===== src/rtl/alut_age_checker25.sv =====
// Address-table age sweeper: walks every entry, invalidates those older than
// best_bfr_age25, and yields to the add path whenever both touch the same entry.
module alut_age_checker25 #(
  parameter int DW25 = 83,
  parameter int DD25 = 256
) (
  input  logic            pclk25,
  input  logic            n_p_reset25,
  input  logic            check_age25,
  input  logic [31:0]     best_bfr_age25,
  input  logic [31:0]     curr_time25,
  input  logic [7:0]      mem_addr_add25,
  input  logic            mem_write_add25,
  input  logic [DW25-1:0] mem_read_data_age25,
  output logic [7:0]      mem_addr_age25,
  output logic            mem_write_age25,
  output logic [DW25-1:0] mem_write_data_age25,
  output logic            age_busy25,
  output logic            age_done25,
  output logic [8:0]      aged_count25
);

  typedef enum logic [2:0] {IDLE, RD, CHK, WR, DONE} state_t;

  state_t          state;
  logic [7:0]      addr;
  logic            coll_q;
  logic [DW25-1:0] wdata;
  logic [8:0]      count;
  logic            busy;
  logic            done;

  logic [31:0] ts;
  logic [31:0] age;
  logic        aged;
  logic        add_hit;
  logic        last;

  // Age is a modulo-2^32 difference so a wrapped time stamp still ages correctly.
  assign ts      = mem_read_data_age25[81:50];
  assign age     = curr_time25 - ts;
  assign aged    = mem_read_data_age25[82] && (age > best_bfr_age25);
  assign add_hit = mem_write_add25 && (mem_addr_add25 == addr);
  assign last    = (addr == 8'(DD25 - 1));

  assign mem_addr_age25       = addr;
  assign mem_write_age25      = (state == WR) && !add_hit;
  assign mem_write_data_age25 = wdata;
  assign age_busy25           = busy;
  assign age_done25           = done;
  assign aged_count25         = count;

  always_ff @(posedge pclk25 or negedge n_p_reset25) begin
    if (!n_p_reset25) begin
      state  <= IDLE;
      addr   <= '0;
      coll_q <= 1'b0;
      wdata  <= '0;
      count  <= '0;
      busy   <= 1'b0;
      done   <= 1'b0;
    end else begin
      case (state)
        IDLE: begin
          if (check_age25) begin
            state  <= RD;
            addr   <= '0;
            count  <= '0;
            coll_q <= 1'b0;
            busy   <= 1'b1;
          end
        end
        RD: begin
          coll_q <= coll_q | add_hit;
          state  <= CHK;
        end
        CHK: begin
          if (aged && !coll_q && !add_hit) begin
            state     <= WR;
            wdata     <= mem_read_data_age25;
            wdata[82] <= 1'b0;
          end else begin
            coll_q <= 1'b0;
            if (last) begin
              state <= DONE;
              busy  <= 1'b0;
              done  <= 1'b1;
            end else begin
              addr  <= addr + 8'd1;
              state <= RD;
            end
          end
        end
        WR: begin
          // A simultaneous add-path write owns the entry; the age write is dropped.
          if (!add_hit) count <= count + 9'd1;
          coll_q <= 1'b0;
          if (last) begin
            state <= DONE;
            busy  <= 1'b0;
            done  <= 1'b1;
          end else begin
            addr  <= addr + 8'd1;
            state <= RD;
          end
        end
        DONE: begin
          done  <= 1'b0;
          state <= IDLE;
        end
        default: state <= IDLE;
      endcase
    end
  end

endmodule

===== config.mk =====
export PLATFORM = sky130hd
export DESIGN_NAME = alut_age_checker25
export DESIGN_NICKNAME = d
export VERILOG_FILES = /design/src/rtl/alut_age_checker25.sv
export SDC_FILE = /design/constraint.sdc
export NUM_CORES = 1
export LEC_CHECK = 0
export CORE_ASPECT_RATIO = 1.2
export CORE_MARGIN = 1.5
export CORE_UTILIZATION = 59
export DETAILED_ROUTE_END_ITERATION = 10
export DONT_BUFFER_PORTS = 1
export GPL_TIMING_DRIVEN = 0
export PLACE_DENSITY = 0.81
export SLEW_MARGIN = 20
export SYNTH_ARGS = -nofsm -noshare
export SYNTH_HDL_FRONTEND = slang
export SYNTH_SLANG_ARGS = --single-unit

===== constraint.sdc =====
create_clock -name pclk25 -period 3 [get_ports pclk25]
set_input_delay 0.45 -clock pclk25 [delete_from_list [all_inputs] [get_ports pclk25]]
set_output_delay 0.45 -clock pclk25 [all_outputs]
set_load 0.02 [all_outputs]

==> impl_results.md <==
* First-pass GRT wire length at 26500 um
* Critical Path RT at 3230 ps
* Top post-synthesis cells by count: dfrtp_1, mux2_2, inv_1
* EDFF count, synth at 0
* Most frequent cell after synthesis: dfrtp_1
* # clock sinks at 105
* Core Box Area at about 11000 sq um
* Pre-antenna DRT Iters at 5
* Fill count at 800
* Total negative slack at -155030 ps
* Post-route cell area at 7730 sq um
* Dominant cell type by area after synthesis: dfrtp_1
* Failing checks: negative setup slack
* Max-slew headroom at 60.2%
* CTS tree: built
* Max-slew violations at 0
* Vias per inst at 6.12
* Grt ovf at 0
* Adder-cell area share of the yosys netlist at 12.3%
* Synth Flop Type: dfrtp_1
* Critical Path Sink Type: flip-flop
* Diode count at 0
* Crit path max-delay cell type: mux2_2
* DRT Wirelength at 17100 um
* Setup ws final at -1680 ps
* Critical path class: primary input to flip-flop
* Row Count at 42
* Via count at slightly above 5000
* DR WL met2 at 8820 um
* Hold Crit Class: primary input to async pin
* # nets final at 914
* Area Overhead vs Synth at 14.2%
* Metal-1 WL at 6290 um
* Clock Skews at 14.4 ps
* RSZ-0062 raised after global routing: yes
* Leak at ~3.7 nW
* Non-Filler Instances at 848
* VDD IR max at 648 uV
* Combinational family with the most area after synthesis: multiplexers
* Synth top area cells: dfrtp_1, mux2_2, ha_1
* CTS Root Cell: clkbuf_16
* DRC viols at 0
* Post-synthesis cell area at between 6000 and 7000 sq um
* Avg Inst Size Synth at 10.2 sq um
* # port buffers at 0
* Crit-path max FO at 10
* Final min period at 4680 ps
* Post-Place Worst Slack at -2350 ps
* Detail Route met3 WL at 1400 um
* Compound-Gate Fraction of Synth Area at 13.0%
* FF-to-FF path depth at 10
* Post-synthesis cell count at between 600 and 700
* Power Density at approximately 810 nW/um^2
* Ys async rst share at between 90% and 100%
* Antenna viol nets, final at 0
* Top Layer Used: met4
* Max incr delay on CP at 350 ps
* Post-synthesis cell type count at 59
* Vias in the first global route at between 5000 and 6000
* Max-Cap Viols at 0
* Final setup vio count at 96
* WL per Instance at 20.1 um
* Reg-to-Reg End: mem_write_data_age25[48]$_DFFE_PN0P_
* Final Hold Fails at 0
* Critical Path AT at 4920 ps
* Num CTS Buffers at 9
* Largest net degree at the start of global routing at 106
* Starting Density at 61.1%
* Startpoint Class: primary input
* Die width at between 100 and 150 um
* Fmax at 214 MHz
* Placed cell area at 7050 sq um
* Routability cong. at 0.919
* I/O pins at 262
* Yosys reg bits at between 100 and 150
* Seq/Total Area, Yosys at 38.8%
* Die area at 12100 sq um
* Status: finished with violations
* Placed Cells at ~820
* Post-synthesis xor/xnor area fraction at 5.30%
* H-Tree Depth at 3
* Critical R2R Launch: mem_addr_age25[3]$_DFFE_PN0P_
* Share of cells above drive strength 1 at between 20% and 30%
* Tcrit/Tclk final at 156%
* Post-synthesis simple-gate area fraction at under 10%
* Height of the chip at 120 um
* Clock-pin slew on the worst setup and hold paths at 90 ps
* Drt initial violations at 282
* Longest Clk Path Bufs at 2
* Antenna violations before repair at 0
* R2r setup slk at 350 ps
* Placed wire-length estimate at 12800 um
* Clock latency on the worst-skew pair at 360 ps
* Worst-margin pin slew at 598 ps
* Syn. warnings at 0
* Top cell type's share of synthesized area at 38.8%
* Mux cell area share after synthesis at between 10% and 20%
* GRT Total Usage at 27.9%
* Syn Nets at 889
* CP cell instances: clkinv_16, ha_4, inv_2, fa_2, a21o_1, a221o_1, a211o_1, o211a_1, o21a_1, nor2_2, o2111ai_1, a21oi_1, xnor2_1, ha_1, nand4_1, or2_4, nor3_4, o31ai_4, a31oi_4, and2_4, buf_12, buf_6, mux2_2
[cells by family (layout without fill, tap and decap cells)]
logic type,count (synthesis),after routing
other cells,1,1
buf+inv,92,122
simple gates,136,136
flops,105,105
mux,88,88
xor+xnor,41,41
fa+ha+maj,66,66
compound gates,135,135
[stage by stage]
step / utilization [%] / hold WS (ps) / power [W]
3_5_place_dp: 63.6 / 156 / 0.00482
5_1_grt: 69.7 / 52.4 / 0.00659
2_1_floorplan: - / 154 / 0.00438
3_3_place_gp: 63.6 / 157 / 0.00469
4_1_cts: 69.1 / 49.8 / 0.00623
6_report: 69.7 / 10.2 / 0.00626
[cell type report]
type / count / area, sq um / area share [%]
plain buffers: 20 / 175 / 2.27
clock buffers: 9 / 225 / 2.91
clock inverters: 7 / 85.1 / 1.10
inverters: 72 / 297 / 3.84
multi-input cells: 467 / 3980 / 51.5
flip-flops and latches: 105 / 2630 / 34.0
well taps: 154 / 193 / 2.49
repair buffers: 14 / 149 / 1.93
[worst max path at each step]
stage	startpoint	to	slack [ps]	cells after the start
3_5_place_dp	curr_time25[0]	mem_write_data_age25[68]$_DFFE_PN0P_	-2350	22
6_report	curr_time25[0]	mem_write_data_age25[48]$_DFFE_PN0P_	-1680	23
3_3_place_gp	curr_time25[0]	mem_write_data_age25[71]$_DFFE_PN0P_	-2310	22
2_1_floorplan	curr_time25[0]	mem_write_data_age25[13]$_DFFE_PN0P_	-1680	23
5_1_grt	curr_time25[0]	mem_write_data_age25[17]$_DFFE_PN0P_	-1910	23
4_1_cts	curr_time25[0]	mem_addr_age25[0]$_DFFE_PN0P_	-1690	24
[worst max-delay path: cells and delay by family]
kind / cells / cell delay (ps)
xor gates and xnor gates: 1 / 100
buffers and inverters: 4 / 350
muxes: 1 / 350
and+or+nand+nor: 5 / 960
AOI/OAI and AO/OA: 9 / 1920
adders and majority gates: 3 / 760
[where the power goes]
group          internal [W]  switching (W)  leakage (nW)
registers           0.00200        0.00120          1.31
logic               0.00102       0.000827          2.28
clock network      0.000599       0.000615         0.146
[per-layer routing]
metal,GRT usage [%],vias up
li1,-,2386
met1,30.8,2498
met2,50.1,265
met3,7.40,39
met4,11.3,0
met5,0,-
[timing repair]
item / CTS / global route
resized for setup: 37 / 12
pin swaps: 10 / 3
buffers inserted: 10 / 2
gates cloned: 1 / 0
endpoints found under the hold margin: 105 / 0
endpoints found under the setup margin: 96 / 96
hold buffers: 1 / 0
[layout by cell type (no fill, tap or decap), types with 3 or more instances in the layout]
cell type and instances:
dfrtp_1 105, inv_1 70, ha_1 64, mux2_2 56, a21oi_1 44, nor2_1 43, xnor2_1 26, nand2_1 23
mux2_4 23, a21o_1 21, o21ai_0 20, nand4_1 18, xor2_1 15, buf_4 12, nand3_1 11, clkbuf_1 10
clkbuf_16 9, o21bai_1 7, o21a_1 6, a31oi_1 5, buf_6 5, mux2_1 5, and3_1 4, nor2b_1 4
nand2b_1 4, nor3_4 4, or3_1 4, nor3_1 4, mux2i_1 4, a221o_1 3, o21ai_1 3, buf_8 3
[state kept, by name, summed over array words and instances (netlist names)]
register,cells
aged_count25,9
coll_q,1
age_busy25,1
mem_addr_age25,8
mem_write_data_age25,82
state,3
age_done25,1
Power figures use the tool's default switching activity.
